==> config.mk <==
export PLATFORM = sky130hd
export DESIGN_NAME = multicycle_control_fsm
export DESIGN_NICKNAME = d
export VERILOG_FILES = /design/src/rtl/multicycle_control_fsm.sv
export SDC_FILE = /design/constraint.sdc
export NUM_CORES = 1
export LEC_CHECK = 0
export ABC_CLOCK_PERIOD_IN_PS = 5400
export CAP_MARGIN = 20
export CORE_ASPECT_RATIO = 1.4
export CORE_MARGIN = 3
export CORE_UTILIZATION = 51
export DETAILED_ROUTE_END_ITERATION = 6
export PLACE_DENSITY = 0.85
export SYNTH_ARGS = -nofsm -noshare
export SYNTH_HDL_FRONTEND = slang
export SYNTH_SLANG_ARGS = --single-unit
==> constraint.sdc <==
create_clock -name clk -period 5.4 [get_ports clk]
set_clock_uncertainty 0.05 [all_clocks]
set_input_delay 0.81 -clock clk [delete_from_list [all_inputs] [get_ports clk]]
set_output_delay 0.81 -clock clk [all_outputs]
set_load 0.1 [all_outputs]
==> src/rtl/multicycle_control_fsm.sv <==
// Moore sequencing controller for the multi-cycle RV32I datapath (lw, sw, R/I ALU, beq, jal).
// Optional macro ILLEGAL_TRAP_EN: unknown opcodes park the FSM in TRAP with illegal=1 until rst.
module multicycle_control_fsm #(
  parameter int INSTRET_W = 32
) (
  input  logic                 clk,
  input  logic                 rst,
  input  logic [6:0]           Op,
  input  logic                 Zero,
  input  logic                 mem_ready,
  output logic                 mem_req,
  output logic                 AdrSrc,
  output logic                 IRWrite,
  output logic                 PCWrite,
  output logic                 RegWrite,
  output logic                 MemWrite,
  output logic [1:0]           ResultSrc,
  output logic [1:0]           ALUSrcA,
  output logic [1:0]           ALUSrcB,
  output logic [1:0]           ALUOp,
  output logic [1:0]           ImmSrc,
  output logic [INSTRET_W-1:0] instret,
  output logic                 illegal
);

  localparam logic [6:0] OP_LW   = 7'b0000011;
  localparam logic [6:0] OP_SW   = 7'b0100011;
  localparam logic [6:0] OP_R    = 7'b0110011;
  localparam logic [6:0] OP_I    = 7'b0010011;
  localparam logic [6:0] OP_BEQ  = 7'b1100011;
  localparam logic [6:0] OP_JAL  = 7'b1101111;

  typedef enum logic [3:0] {
    FETCH, DECODE, MEMADR, MEMREAD, MEMWB, MEMWRITE,
    EXECUTER, EXECUTEI, ALUWB, JAL, BEQ
`ifdef ILLEGAL_TRAP_EN
    , TRAP
`endif
  } state_t;

  state_t                 state_r;
  state_t                 state_next_s;
  logic [INSTRET_W-1:0]   instret_r;
  logic                   illegal_r;
  logic                   retire_s;
  logic                   pcupdate_s;
  logic                   branch_s;
  logic                   mem_req_s;
  logic                   irwrite_s;
  logic                   regwrite_s;
  logic                   memwrite_s;

  // State register, retired-instruction counter and trap flag
  always_ff @(posedge clk) begin
    if (rst) begin
      state_r   <= FETCH;
      instret_r <= {INSTRET_W{1'b0}};
      illegal_r <= 1'b0;
    end else begin
      state_r <= state_next_s;
      if (retire_s) begin
        instret_r <= instret_r + {{(INSTRET_W-1){1'b0}}, 1'b1};
      end else begin
        instret_r <= instret_r;
      end
`ifdef ILLEGAL_TRAP_EN
      illegal_r <= (state_next_s == TRAP);
`else
      illegal_r <= 1'b0;
`endif
    end
  end

  // Next-state logic and per-state datapath controls
  always_comb begin
    state_next_s = state_r;
    mem_req_s    = 1'b0;
    AdrSrc       = 1'b0;
    irwrite_s    = 1'b0;
    pcupdate_s   = 1'b0;
    branch_s     = 1'b0;
    regwrite_s   = 1'b0;
    memwrite_s   = 1'b0;
    ResultSrc    = 2'b00;
    ALUSrcA      = 2'b00;
    ALUSrcB      = 2'b00;
    ALUOp        = 2'b00;
    case (state_r)
      FETCH: begin
        mem_req_s  = 1'b1;
        ALUSrcB    = 2'b10;
        ResultSrc  = 2'b10;
        irwrite_s  = mem_ready;
        pcupdate_s = mem_ready;
        if (mem_ready) begin
          state_next_s = DECODE;
        end else begin
          state_next_s = FETCH;
        end
      end
      DECODE: begin
        ALUSrcA = 2'b01;
        ALUSrcB = 2'b01;
        case (Op)
          OP_LW, OP_SW: state_next_s = MEMADR;
          OP_R:         state_next_s = EXECUTER;
          OP_I:         state_next_s = EXECUTEI;
          OP_BEQ:       state_next_s = BEQ;
          OP_JAL:       state_next_s = JAL;
`ifdef ILLEGAL_TRAP_EN
          default:      state_next_s = TRAP;
`else
          default:      state_next_s = FETCH;
`endif
        endcase
      end
      MEMADR: begin
        ALUSrcA = 2'b10;
        ALUSrcB = 2'b01;
        if (Op[5]) begin
          state_next_s = MEMWRITE;
        end else begin
          state_next_s = MEMREAD;
        end
      end
      MEMREAD: begin
        mem_req_s = 1'b1;
        AdrSrc    = 1'b1;
        if (mem_ready) begin
          state_next_s = MEMWB;
        end else begin
          state_next_s = MEMREAD;
        end
      end
      MEMWB: begin
        ResultSrc    = 2'b01;
        regwrite_s   = 1'b1;
        state_next_s = FETCH;
      end
      MEMWRITE: begin
        mem_req_s  = 1'b1;
        AdrSrc     = 1'b1;
        memwrite_s = mem_ready;
        if (mem_ready) begin
          state_next_s = FETCH;
        end else begin
          state_next_s = MEMWRITE;
        end
      end
      EXECUTER: begin
        ALUSrcA      = 2'b10;
        ALUOp        = 2'b10;
        state_next_s = ALUWB;
      end
      EXECUTEI: begin
        ALUSrcA      = 2'b10;
        ALUSrcB      = 2'b01;
        ALUOp        = 2'b10;
        state_next_s = ALUWB;
      end
      ALUWB: begin
        regwrite_s   = 1'b1;
        state_next_s = FETCH;
      end
      JAL: begin
        ALUSrcA      = 2'b01;
        ALUSrcB      = 2'b10;
        pcupdate_s   = 1'b1;
        state_next_s = ALUWB;
      end
      BEQ: begin
        ALUSrcA      = 2'b10;
        ALUOp        = 2'b01;
        branch_s     = 1'b1;
        state_next_s = FETCH;
      end
`ifdef ILLEGAL_TRAP_EN
      TRAP: begin
        state_next_s = TRAP;
      end
`endif
      default: begin
        state_next_s = FETCH;
      end
    endcase
  end

  // Immediate format select decoded straight from the opcode
  always_comb begin
    ImmSrc = 2'b00;
    case (Op)
      OP_LW, OP_I: ImmSrc = 2'b00;
      OP_SW:       ImmSrc = 2'b01;
      OP_BEQ:      ImmSrc = 2'b10;
      OP_JAL:      ImmSrc = 2'b11;
      default:     ImmSrc = 2'b00;
    endcase
  end

  // Retirement happens on the edge that returns to FETCH from a final state
  assign retire_s = (state_next_s == FETCH) &&
                    ((state_r == MEMWB) || (state_r == MEMWRITE) ||
                     (state_r == ALUWB) || (state_r == BEQ));

  // Enables are suppressed in the reset cycle so no partial write escapes
  assign mem_req  = mem_req_s  & ~rst;
  assign IRWrite  = irwrite_s  & ~rst;
  assign PCWrite  = (pcupdate_s | (branch_s & Zero)) & ~rst;
  assign RegWrite = regwrite_s & ~rst;
  assign MemWrite = memwrite_s & ~rst;
  assign instret  = instret_r;
  assign illegal  = illegal_r;

endmodule

==> flow_summary.yaml <==
worst_setup_path:
  crit_path_end_kind: "primary output"
  crit_arrival_ps: 3150
  slowest_stage: "clkdlybuf4s50_1"
  path_buf_inv: 2
  crit_required_ps: 4540
  crit_top_cell: "clkdlybuf4s50_1"
  crit_fanout: 5
  path_cells: "clkdlybuf4s50_1, nand4b_1, nor3b_1, clkdlybuf4s50_1"
  cp_slowest_stage_delay_ps: 1210
  path_class: "in2out"
  worst_setup_path_start_kind: "primary input"
  cp_top_family: "buffers and inverters"
global_route:
  grt_usage_pct: 23.2
  grt_pass1_vias: 2035
  antenna_found_initial: 0
  grt_pass1_wl_um: 8990
  grt-ovfl-total: 0
  grt_start_max_net_pins: 43
logic_synthesis:
  synth_edf_count: 0
  synth_area_leaders: "dfxtp_1 34%, a21oi_1 7.2%, or4_1 5.4%, o31ai_1 4.7%, or3_1 4.2%"
  synth_area_um2: 2090
  yosys.area.top_type: "dfxtp_1"
  netlist_instances: 261
  ys_types: 47
  synth_area_per_cell_um2: 8.02
  syn_nets: 273
  ys_ff_latch: 36
  ys.flop_type: "dfxtp_1"
  netlist.area_leader.share_pct: 34.4
  yosysSeqAreaShare_pct: 34.4
  synthArstFlopShare_pct: 0
  yosys_warnings: 0
clocking:
  cts_hold_buf: 0
  post_cts_buffers: 0
  cts.repair.resized: 0
  cts_tree: "built"
  h-tree-depth: 2
  cts.sinks: 36
  ctsRootBufferMaster: "clkbuf_8"
  insertion_delay_ps: 280
  max-clock-path-buffers: 2
  clk_pin_slew_ps: 70
  numCtsBuffers: 5
detailed_routing:
  drc: 0
  ant_nets: 0
  vias: 2116
  wire_per_inst_um: 14.8
  drtPass1Iterations: 4
  via_per_inst: 6.05
  drt-initial-drc-count: 102
  drt_wl_total_um: 5170
cells_and_area:
  drive_above_1_share_pct: 5.52
  nets: 319
  layout_common_cells: "53 x clkdlybuf4s50_1, 36 x dfxtp_1, 30 x a21oi_1"
  final_common_cell: "clkdlybuf4s50_1"
  antenna_cells: 0
  area_growth_pct: 29.6
  fin_util_pct: 71.3
sta:
  grt_setup_unrepaired: "false"
  slew_viol_final: 0
  tns_ps: 0
  layout_min_cycle_time_ps: 4010
  min_period_over_period_pct: 74.3
  hold_violations: 0
  setup_violations: 0
  tightestPinTransition_ps: 999
  max_freq_ghz: 0.249
  slew_headroom_pct: 33.2
placed_design:
  io_buffers: 58
  gp_congestion: 0.851
  dp_hpwl_um: 3580
die:
  fp.dieH_um: 81.8
  start_util_pct: 55.0
  die_w_um: 60.1
  dieArea_um2: 4920
  core-area_um2: 3810
  io_pins: 60
  rows: 26
status:
  status: "finished clean"
flow_run:
  drv_cap: 0
power:
  powerDensity_nw_per_um2: 195
  ir_worst_vdd_mv: 0.174
  p_leak_nw: 0.857
min_path:
  worstHoldPathType: "reg2reg"
state kept, by name (all words and copies together) (netlist names):
name,count
instret,32
state_r,4
cells in the mapped netlist, types with 2 or more instances:
| library cell | number |
|---|---|
| nand4_1 | 7 |
| xnor2_1 | 4 |
| o31ai_1 | 13 |
| o21ai_1 | 3 |
| nor2_1 | 19 |
| xor2_1 | 5 |
| nand2b_1 | 6 |
| nor3_1 | 4 |
| a21oi_1 | 30 |
| and4_1 | 4 |
| and2_1 | 2 |
| nand4b_1 | 2 |
| buf_6 | 2 |
| or4_1 | 15 |
| inv_1 | 8 |
| a211oi_1 | 4 |
| o2111ai_1 | 2 |
| nor2b_1 | 3 |
| and3b_1 | 3 |
| a31oi_1 | 2 |
| nor4_1 | 2 |
| nor4b_1 | 3 |
| nor3b_1 | 3 |
| buf_4 | 2 |
| nand3_1 | 12 |
| clkbuf_1 | 10 |
| dfxtp_1 | 36 |
| and3_1 | 3 |
| nand2_1 | 10 |
| buf_2 | 5 |
| o21ai_0 | 8 |
| or3_1 | 14 |
metal layers:
metal	GRT usage, %	wire (um)
met5	0	0
met4	9.31	110
met3	4.56	303
met2	40.8	2600
met1	26.9	2150
power breakdown:
group / switching [mW] / leakage (nW) / internal (mW)
logic: 0.0462 / 0.522 / 0.0190
clock network: 0.0919 / 0.0455 / 0.104
registers: 0.00271 / 0.290 / 0.266
logic make-up after synthesis:
logic type / Yosys count / synth area share [%]
flops: 36 / 34.4
compound gates: 68 / 19.7
xor+xnor: 9 / 3.77
fa+ha+maj: 1 / 0.598
buf+inv: 28 / 6.40
other cells: 1 / 0.179
simple gates: 116 / 34.0
mux: 2 / 1.02
metrics by stage:
stage | std cells | power, mW | instance area (um^2) | hold WS [ps] | worst slack, ps
6_report | 350 | 0.530 | 2710 | 449 | 1390
5_1_grt | 350 | 0.544 | 2710 | 475 | 1310
4_1_cts | 350 | 0.533 | 2710 | 450 | 1400
3_5_place_dp | 342 | 0.340 | 2620 | 437 | 1400
3_3_place_gp | 342 | 0.340 | 2620 | 424 | 1450
2_1_floorplan | 261 | 0.322 | 2100 | 694 | 405
worst paths after layout:
check,start,end,slack [ps],cells after the start
worst max-delay path,Op[5],ImmSrc[1],1390,4
worst min-delay path,instret[29],instret[29],450,2
worst max register to register,state_r[3],instret[31],2520,5
worst min register to register,instret[29],instret[29],450,2
worst min-delay path: cells and delay by family, from the launching register on:
kind / cells / cell delay (ps)
flops: 1 / 330
compound gates: 2 / 120
area by class of cell:
type	instances	area, um^2
clock buffer	8	90.1
sequential	36	721
fill	314	1090
inverter	8	30.0
multi-input combinational	197	1240
timing repair buffer	59	576
tap	42	52.6
(Power assumes the default switching activity.)
